<file path="src/rtl/i2c_cfg_master_if.sv">
// i2c_cfg_master_if: request, status and SCL/SDA signals of the I2C configuration write initiator
interface i2c_cfg_master_if;
  logic       start_in;
  logic [6:0] dev_addr_in;
  logic [7:0] byte0_in;
  logic [7:0] byte1_in;
  logic       sda_in;
  logic       scl_out;
  logic       sda_out;
  logic       busy_out;
  logic       done_out;
  logic       nack_out;
  modport master (
    input  start_in, dev_addr_in, byte0_in, byte1_in, sda_in,
    output scl_out, sda_out, busy_out, done_out, nack_out
  );
  modport slave (
    output start_in, dev_addr_in, byte0_in, byte1_in, sda_in,
    input  scl_out, sda_out, busy_out, done_out, nack_out
  );
endinterface

</file>
<file path="src/rtl/i2c_cfg_master.sv">
// i2c_cfg_master: one I2C write (START, addr+W, two bytes, STOP) with ACK checks.
// Define I2C_NACK_ABORT_EN to jump to STOP after any NACKed byte.
module i2c_cfg_master #(
  parameter int QDIV = 4
) (
  input logic              clk,
  input logic              rst_n,
  i2c_cfg_master_if.master bus
);
  typedef enum logic [3:0] {IDLE, START, ADDR, ACK_A, DATA0, ACK_0, DATA1, ACK_1, STOP} state_t;
`ifdef I2C_NACK_ABORT_EN
  localparam bit ABORT = 1'b1;
`else
  localparam bit ABORT = 1'b0;
`endif
  localparam logic [7:0] DMAX = 8'(QDIV - 1);
  state_t     state;
  logic [7:0] div, sh, b0, b1;
  logic [1:0] ph;
  logic [2:0] bit_cnt;
  logic       ack_bad;
  logic       tick, is_data, is_ack;
  assign tick    = state != IDLE && div == DMAX;
  assign is_data = state inside {ADDR, DATA0, DATA1};
  assign is_ack  = state inside {ACK_A, ACK_0, ACK_1};
  // Outputs are set on the tick that enters a phase, so they always show the current phase.
  always_ff @(posedge clk or negedge rst_n)
    if (!rst_n) begin
      state        <= IDLE;
      div          <= '0;
      ph           <= '0;
      bit_cnt      <= '0;
      sh           <= '0;
      b0           <= '0;
      b1           <= '0;
      ack_bad      <= 1'b0;
      bus.scl_out  <= 1'b1;
      bus.sda_out  <= 1'b1;
      bus.busy_out <= 1'b0;
      bus.done_out <= 1'b0;
      bus.nack_out <= 1'b0;
    end else begin
      bus.done_out <= 1'b0;
      div <= (state == IDLE || tick) ? '0 : div + 8'd1;
      if (state == IDLE) begin
        if (bus.start_in) begin
          state        <= START;
          ph           <= '0;
          bit_cnt      <= '0;
          sh           <= {bus.dev_addr_in, 1'b0};
          b0           <= bus.byte0_in;
          b1           <= bus.byte1_in;
          bus.busy_out <= 1'b1;
          bus.nack_out <= 1'b0;
        end
      end else if (tick) begin
        ph <= ph + 2'd1;
        case (ph)
          2'd0: if (state == STOP) bus.scl_out <= 1'b1;
          2'd1: begin
            bus.scl_out <= 1'b1;
            bus.sda_out <= state == START ? 1'b0 : state == STOP ? 1'b1 : bus.sda_out;
          end
          2'd2: if (is_ack) begin
            ack_bad <= bus.sda_in;
            if (bus.sda_in) bus.nack_out <= 1'b1;
          end
          default: begin
            bus.scl_out <= state == STOP;
            if (state == START) begin
              state       <= ADDR;
              bus.sda_out <= sh[7];
            end else if (is_data) begin
              bit_cnt <= bit_cnt + 3'd1;
              if (bit_cnt == 3'd7) begin
                // sh now preloads the byte that follows this ACK
                state       <= state == ADDR ? ACK_A : state == DATA0 ? ACK_0 : ACK_1;
                sh          <= state == ADDR ? b0 : b1;
                bus.sda_out <= 1'b1;
              end else begin
                sh          <= sh << 1;
                bus.sda_out <= sh[6];
              end
            end else if (is_ack) begin
              if (state == ACK_1 || (ABORT && ack_bad)) begin
                state       <= STOP;
                bus.sda_out <= 1'b0;
              end else begin
                state       <= state == ACK_A ? DATA0 : DATA1;
                bus.sda_out <= sh[7];
              end
            end else begin
              state        <= IDLE;
              bus.busy_out <= 1'b0;
              bus.done_out <= 1'b1;
            end
          end
        endcase
      end
    end
endmodule

</file>
<file path="src/flat_wrapper.sv">
// flat-port wrapper written by rule: the top's interface ports become plain ports
module i2c_cfg_master_flat 
#(
  parameter int QDIV = 4
)
  (clk, rst_n, bus_start_in, bus_dev_addr_in, bus_byte0_in, bus_byte1_in, bus_sda_in, bus_scl_out, bus_sda_out, bus_busy_out, bus_done_out, bus_nack_out);
  i2c_cfg_master_if bus_i ();
  input logic clk;
  input logic rst_n;
  input wire logic [$bits(bus_i.start_in)-1:0] bus_start_in;
  input wire logic [$bits(bus_i.dev_addr_in)-1:0] bus_dev_addr_in;
  input wire logic [$bits(bus_i.byte0_in)-1:0] bus_byte0_in;
  input wire logic [$bits(bus_i.byte1_in)-1:0] bus_byte1_in;
  input wire logic [$bits(bus_i.sda_in)-1:0] bus_sda_in;
  output wire logic [$bits(bus_i.scl_out)-1:0] bus_scl_out;
  output wire logic [$bits(bus_i.sda_out)-1:0] bus_sda_out;
  output wire logic [$bits(bus_i.busy_out)-1:0] bus_busy_out;
  output wire logic [$bits(bus_i.done_out)-1:0] bus_done_out;
  output wire logic [$bits(bus_i.nack_out)-1:0] bus_nack_out;
  assign bus_i.start_in = bus_start_in;
  assign bus_i.dev_addr_in = bus_dev_addr_in;
  assign bus_i.byte0_in = bus_byte0_in;
  assign bus_i.byte1_in = bus_byte1_in;
  assign bus_i.sda_in = bus_sda_in;
  assign bus_scl_out = bus_i.scl_out;
  assign bus_sda_out = bus_i.sda_out;
  assign bus_busy_out = bus_i.busy_out;
  assign bus_done_out = bus_i.done_out;
  assign bus_nack_out = bus_i.nack_out;
  i2c_cfg_master #(.QDIV(QDIV)) u_core (.clk(clk), .rst_n(rst_n), .bus(bus_i));
endmodule
</file>
<file path="config.mk">
export PLATFORM = sky130hd
export DESIGN_NAME = i2c_cfg_master_flat
export DESIGN_NICKNAME = d
export VERILOG_FILES = /design/src/rtl/i2c_cfg_master_if.sv /design/src/rtl/i2c_cfg_master.sv /design/src/flat_wrapper.sv
export SDC_FILE = /design/constraint.sdc
export NUM_CORES = 1
export LEC_CHECK = 0
export BUFFER_PORTS_ARGS = -buffer_cell sky130_fd_sc_hd__buf_4
export CAP_MARGIN = 20
export CORE_MARGIN = 1
export CORE_UTILIZATION = 45
export DETAILED_ROUTE_END_ITERATION = 6
export PLACE_DENSITY = 0.72
export SETUP_SLACK_MARGIN = 0.1
export SLEW_MARGIN = 40
export SYNTH_ARGS = -nofsm -noshare
export SYNTH_HDL_FRONTEND = slang
export SYNTH_SLANG_ARGS = --single-unit
</file>
<file path="constraint.sdc">
create_clock -name clk -period 2.8 [get_ports clk]
set_clock_uncertainty 0.05 [all_clocks]
set_input_delay 0.28 -clock clk [delete_from_list [all_inputs] [get_ports clk]]
set_output_delay 0.28 -clock clk [all_outputs]
set_load 0.05 [all_outputs]
</file>
Word-level counts from Yosys, hierarchy flattened
Cells that the tools add are included.

storage, ports and cells
  flip-flop bits (word level) = 46
  output and inout port bits = 5
  word-level logic and storage cells = 119

cells by class
  add/subtract/negate cells = 3
  eq/ne operators = 20
  muxes and demuxes = 58
  bitwise logic cells = 3
  reductions and logical operators = 23

operator list
  operator                                                                 number
  8-bit 2-to-1 mux                                                         9
  4-bit 2-to-1 mux                                                         10
  1-bit 2-to-1 mux                                                         26
  3-bit 2-to-1 mux                                                         6
  4-bit by 3-bit equality test with 1-bit output, second input constant    4
  5-bit AND reduction                                                      3
  2-bit 2-to-1 mux                                                         5
  2-bit nonzero test                                                       5
  8-bit by 1-bit adder with 8-bit output, second input constant            1
  4-bit by 2-bit equality test with 1-bit output, second input constant    2
  8-bit by 2-bit equality test with 1-bit output, second input constant    1
  4-bit AND reduction                                                      2
  4-bit nonzero test                                                       2
  2-bit by 1-bit inequality test with 1-bit output, second input constant  3
  2-bit inequality test, second input constant                             3
  6-bit AND reduction                                                      1
  3-bit nonzero test                                                       2
  4-bit by 1-bit equality test with 1-bit output, second input constant    1
  4-bit equality test, second input constant                               1
  4-bit logical NOT                                                        1
  4-bit inequality test, second input constant                             1
  2-bit AND reduction                                                      2
  3-bit by 1-bit adder with 3-bit output, second input constant            1
  3-bit equality test, second input constant                               1
  other kinds (12)                                                         14

Logic depth before layout (Yosys ltp)
  depth in word-level cells = 9
  gate-level depth with buffers = 6
  mapped depth without buffers = 6

Worst setup path after synthesis
Ideal clock, no wire load.

  path type = flip-flop to flip-flop
  from = register u_core.bit_cnt[0]
  to = register u_core.bus.sda_out
  library setup time = 0.085 ns
  arrival = 1.770 ns
  slack = 0.895 ns
  stages on the path, launching flop included = 7
  cell sequence = dfrtp_1 -> ha_1 -> ha_1 -> or3_1 -> mux2_2 -> a2bb2oi_1 -> mux2_1

between the ends
  longest elaborated chain between the ends = 5

RTL lines
  what                                RTL line                 text
  start, declared                     i2c_cfg_master.sv:20     logic [2:0] bit_cnt;
  start signal, assigned              i2c_cfg_master.sv:74     bit_cnt <= bit_cnt + 3'd1;
  3-bit equality test                 i2c_cfg_master.sv:75     if (bit_cnt == 3'd7) begin
  1-bit 2-to-1 mux                    i2c_cfg_master.sv:75
  1-bit 2-to-1 mux                    i2c_cfg_master.sv:73     end else if (is_data) begin
  1-bit 2-to-1 mux                    i2c_cfg_master.sv:70     if (state == START) begin
  1-bit case mux with 2 select lines  i2c_cfg_master.sv:58     case (ph)
  end signal, assigned                i2c_cfg_master.sv:62     bus.sda_out <= state == START ? 1'b0 : state == STOP ? 1'b1 : bus.sda_out;
  end signal, assigned                i2c_cfg_master.sv:72     bus.sda_out <= sh[7];
  end signal, assigned                i2c_cfg_master.sv:82     bus.sda_out <= sh[6];
  end, declared                       i2c_cfg_master_if.sv:15  output scl_out, sda_out, busy_out, done_out, nack_out

No other way between the ends.
A chain may end at the register's enable or synchronous reset.

Final worst setup path
  from = register u_core.state[0]
  to = register u_core.sh[0]

between the ends
  longest elaborated chain between the ends = 8
  elaborated cells on any way between the ends = 21
  classes of those cells = eq/ne: 7; mux: 7; reduce/logical: 7

RTL lines
  what                                            RTL line                                    text
  start, declared                                 i2c_cfg_master.sv:17                        state_t state;
  start signal, assigned                          i2c_cfg_master.sv:77                        state <= state == ADDR ? ACK_A : state == DATA0 ? ACK_0 : ACK_1;
  start signal, assigned                          i2c_cfg_master.sv:89                        state <= state == ACK_A ? DATA0 : DATA1;
  4-bit by 2-bit equality test with 1-bit output  i2c_cfg_master.sv:24, i2c_cfg_master.sv:78
  8-bit 2-to-1 mux                                i2c_cfg_master.sv:78                        sh <= state == ADDR ? b0 : b1;
  8-bit 2-to-1 mux                                i2c_cfg_master.sv:75
  8-bit 2-to-1 mux                                i2c_cfg_master.sv:73
  8-bit 2-to-1 mux                                i2c_cfg_master.sv:70
  8-bit 2-to-1 mux                                i2c_cfg_master.sv:58
  8-bit 2-to-1 mux                                i2c_cfg_master.sv:56                        end else if (tick) begin
  8-bit 2-to-1 mux                                i2c_cfg_master.sv:45                        if (state == IDLE) begin
  end signal, assigned                            i2c_cfg_master.sv:50                        sh <= {bus.dev_addr_in, 1'b0};
  end signal, assigned                            i2c_cfg_master.sv:78
  end signal, assigned                            i2c_cfg_master.sv:81                        sh <= sh << 1;
  end, declared                                   i2c_cfg_master.sv:18                        logic [7:0] div, sh, b0, b1;

Parallel ways exist; a longest one is shown, timed or not. The select of a mux whose other input is x is not followed.

==> PnR_summary.wiki <==
{| class="wikitable"
! Metric !! Value
|-
| Worst slew pin tran || 0.568 ns
|-
| Number of inserted diodes || 0
|-
| Leakage component of the power || 1.38 nW
|-
| Overall global routing resource usage || 18.0%
|-
| Multiplexer area fraction after synthesis || 12.2%
|-
| EDFF count, synth || 0
|-
| RSZ-0062 raised after global routing || no
|-
| Total congestion overflow after global routing || 0
|-
| Number of storage elements in the synthesis netlist || 46
|-
| Power per cell area || 403 mW/mm^2
|-
| Dominant register cell in the synthesized netlist || sky130_fd_sc_hd__dfrtp_1
|-
| Crit Path Class || register to register
|-
| X dimension of the die || 75.1 um
|-
| TritonCTS Buffers || 5
|-
| Total routed wirelength || 4430 um
|-
| GPL Wtd Cong || 0.820
|-
| Final Worst Setup Slack || 0.444 ns
|-
| Upper clock frequency limit || 424 MHz
|-
| Final non-filler cell area || 0.00278 mm^2
|-
| Fraction of the mapped netlist area in simple logic gates || 13.3%
|-
| Routed vias/inst || 5.44
|-
| Per-instance average area after synthesis || 11.4 um^2
|-
| Wire length of the first global-routing pass || 7520 um
|-
| Number of nets at the end of the flow || 274
|-
| Kind of end point of the critical path || register
|-
| Post-synthesis cell count || 210
|-
| Cell variety after synth || 52
|-
| Routed Antenna Nets || 0
|-
| Number of antenna violations at the first check in global routing || 0
|-
| Fraction of post-synthesis cell area in the top cell type by area || 45.8%
|-
| Final critical-path required period || 2.36 ns
|-
| Async set-or-reset flop fraction in the synthesized netlist || 100%
|-
| Hold Path Class || input port to register
|-
| Worst endpoint data arrival time || 2.49 ns
|-
| Clk pin slew, worst setup/hold paths || 0.08 ns
|-
| Sink count of the clock tree || 46
|-
| Run status || complete, no violations
|-
| Floorplan row count || 26
|-
| Routed wirelength normalized by instance count || 14.2 um
|-
| Height of the die || 75.1 um
|-
| Layout cell share with drive strength beyond 1 || 30.7%
|-
| Critical Path Start Type || register
|-
| Total of buffers placed on input and output ports || 31
|-
| Final total negative setup slack || 0 ns
|-
| I/O Pins || 32
|-
| Adder-Cell Fraction of Synth Area || 3.64%
|-
| Via count || 1692
|-
| Rel. slew slack || 62.2%
|-
| Worst IR Drop VDD || 0.256 mV
|-
| Pin count of the biggest net entering global routing || 47
|-
| Buffer type at the clock tree root || sky130_fd_sc_hd__clkbuf_8
|-
| Power consumption || 1.12 mW
|-
| Pre-CTS setup slack || 0.414 ns
|-
| Area growth syn-to-layout || 15.7%
|-
| Insertion delay to the later sink of the worst-skew pair || 0.30 ns
|-
| Dpl cells || 302
|-
| Combinational family with the most area after synthesis || compound AO/OA/AOI/OAI gates
|-
| Post-route fraction of the period consumed by the critical path || 84.1%
|-
| Critical path required time || 2.93 ns
|-
| Initial Utilization || 46.8%
|-
| H-tree Lvls || 2
|-
| DP Wirelength || 3080 um
|-
| Clock tree from TritonCTS || yes
|-
| Maximum fanout along the worst path || 16
|-
| Max-cap viol count || 0
|-
| Area enclosed by the die boundary || 0.00564 mm^2
|-
| DRT iter0 DRCs || 76
|-
| Detailed Routing Iterations Pass 1 || 4
|-
| Endpoints failing hold || 0
|-
| Core Box Area || 0.00514 mm^2
|-
| Number of gates resized after CTS || 0
|-
| Total cell area at the placement stage || 0.00268 mm^2
|-
| Xor-xnor portion of the synthesized cell area || 2.19%
|-
| Summed instance area of the synthesized netlist || 0.00240 mm^2
|-
| Number of setup violations in the final report || 0
|-
| Most area-hungry cell type in the Yosys netlist || sky130_fd_sc_hd__dfrtp_1
|-
| Warning count from the yosys run || 0
|-
| Share of the synthesized area in compound gates (AO/OA/AOI/OAI) || 16.0%
|-
| Max-slew violation total from the final report || 0
|-
| Register area share after synthesis || 48.0%
|-
| Via count of the first global-routing pass || 1563
|-
| Leading post-synthesis cells by cell area || sky130_fd_sc_hd__dfrtp_1 (46%), sky130_fd_sc_hd__mux2_2 (8.0%), sky130_fd_sc_hd__ha_1 (3.6%), sky130_fd_sc_hd__mux2i_1 (3.3%), sky130_fd_sc_hd__a221o_1 (2.9%)
|-
| Post-route DRC violation count || 0
|-
| Synthesized Nets || 244
|-
| Final cell count without fillers || 311
|-
| Max Root-Sink Buffers || 2
|}
-- power by group --
part | internal, mW | switching [mW]
registers | 0.664 | 0
logic | 0.0238 | 0.0176
clock network | 0.199 | 0.215
-- state kept, by name, indices dropped and copies added (netlist names), 2 cells and up --
signal	cells
u_core.ph	2
u_core.state	4
u_core.sh	8
u_core.b1	8
u_core.div	8
u_core.b0	8
u_core.bit_cnt	3
-- per-stage QoR --
step / hold WS, ns / utilization [%]
floorplan: -0.0656 / -
CTS: 0.149 / 54.1
detailed placement: 0.270 / 52.1
global route: 0.140 / 54.1
global placement: 0.273 / 52.1
finish: 0.159 / 54.1
-- Yosys cell counts (2+ instances only) --
| cell | n |
|---|---|
| sky130_fd_sc_hd__nand2_1 | 6 |
| sky130_fd_sc_hd__buf_2 | 5 |
| sky130_fd_sc_hd__mux2i_1 | 8 |
| sky130_fd_sc_hd__a21oi_1 | 9 |
| sky130_fd_sc_hd__o21ai_0 | 13 |
| sky130_fd_sc_hd__dfrtp_1 | 44 |
| sky130_fd_sc_hd__mux2_2 | 17 |
| sky130_fd_sc_hd__nor3_1 | 2 |
| sky130_fd_sc_hd__dfstp_2 | 2 |
| sky130_fd_sc_hd__and3_1 | 3 |
| sky130_fd_sc_hd__o2bb2ai_1 | 2 |
| sky130_fd_sc_hd__o22a_1 | 7 |
| sky130_fd_sc_hd__o21a_1 | 2 |
| sky130_fd_sc_hd__o31ai_1 | 2 |
| sky130_fd_sc_hd__inv_1 | 8 |
| sky130_fd_sc_hd__buf_6 | 3 |
| sky130_fd_sc_hd__clkbuf_1 | 3 |
| sky130_fd_sc_hd__nor2_1 | 14 |
| sky130_fd_sc_hd__a221o_1 | 7 |
| sky130_fd_sc_hd__xor2_1 | 5 |
| sky130_fd_sc_hd__mux2_1 | 2 |
| sky130_fd_sc_hd__nand3_1 | 7 |
| sky130_fd_sc_hd__or3_1 | 3 |
| sky130_fd_sc_hd__ha_1 | 7 |
| sky130_fd_sc_hd__a2111oi_2 | 2 |
-- kinds of logic (layout without fill, tap and decap cells) --
kind of cell / after synthesis / after routing
compound gates: 52 / 52
xor+xnor: 6 / 6
fa+ha+maj: 7 / 7
buf+inv: 21 / 52
flops: 46 / 46
mux: 27 / 27
simple gates: 51 / 51
-- worst max-delay path, cell delays in order (launching register included) --
cell and delay (ns):
sky130_fd_sc_hd__dfrtp_1 0.63, sky130_fd_sc_hd__or4_1 0.44, sky130_fd_sc_hd__nand3_4 0.26, sky130_fd_sc_hd__a21oi_2 0.49, sky130_fd_sc_hd__mux2_1 0.37
-- layer usage --
| layer | wire, um | track usage [%] | up-vias |
|---|---|---|---|
| met4 | 81 | 6.29 | 0 |
| met1 | 2070 | 25.8 | 821 |
| met3 | 208 | 4.42 | 9 |
| met5 | 0 | 0 | - |
| met2 | 2070 | 26.6 | 29 |
| li1 | - | - | 833 |
-- cells in the final DEF (no fill, tap or decap), types with 2 or more instances in the layout --
cell type	synthesis	routed
sky130_fd_sc_hd__mux2_1	2	2
sky130_fd_sc_hd__nor4b_2	1	2
sky130_fd_sc_hd__dfrtp_1	44	44
sky130_fd_sc_hd__nor2_1	14	14
sky130_fd_sc_hd__dfstp_2	2	2
sky130_fd_sc_hd__mux2_2	17	17
sky130_fd_sc_hd__nand2_1	6	6
sky130_fd_sc_hd__clkbuf_8	0	6
sky130_fd_sc_hd__a21oi_1	9	9
sky130_fd_sc_hd__o21a_1	2	2
sky130_fd_sc_hd__a221o_1	7	7
sky130_fd_sc_hd__nor3_1	2	2
sky130_fd_sc_hd__o22a_1	7	7
sky130_fd_sc_hd__or3_1	3	3
sky130_fd_sc_hd__o31ai_1	2	2
sky130_fd_sc_hd__xor2_1	5	5
sky130_fd_sc_hd__o2bb2ai_1	2	2
sky130_fd_sc_hd__o21ai_0	13	13
sky130_fd_sc_hd__ha_1	7	7
sky130_fd_sc_hd__and3_1	3	3
sky130_fd_sc_hd__a2111oi_2	2	2
sky130_fd_sc_hd__mux2i_1	8	8
sky130_fd_sc_hd__buf_4	1	35
sky130_fd_sc_hd__inv_1	8	8
sky130_fd_sc_hd__nand3_1	7	7
-- final timing paths --
path / from / endpoint / slack, ns / cells past startpoint
max in group asynchronous: rst_n / u_core.bus.busy_out / 1.84 / 2
min reg2reg: u_core.sh[0] / u_core.sh[0] / 0.43 / 1
max: u_core.state[0] / u_core.sh[0] / 0.44 / 4
min in group asynchronous: rst_n / u_core.b0[2] / 0.46 / 2
min: bus_byte1_in[5] / u_core.b1[5] / 0.16 / 2
max reg2reg: u_core.state[0] / u_core.sh[0] / 0.44 / 4
-- final cells by class --
cell class	count	area, um^2
tap	70	87.6
sequential	46	1150
clock inverter	1	5.00
timing repair buffer	36	273
fill	489	2360
multi-input combinational	143	1140
inverter	8	30.0
clock buffer	7	86.3
-- repair_timing --
action | CTS | global route
hold buffers | 1 | 0
hold endpoints to repair | 44 | 0
setup buffers | 0 | 0
Power figures use the tool's default switching activity.
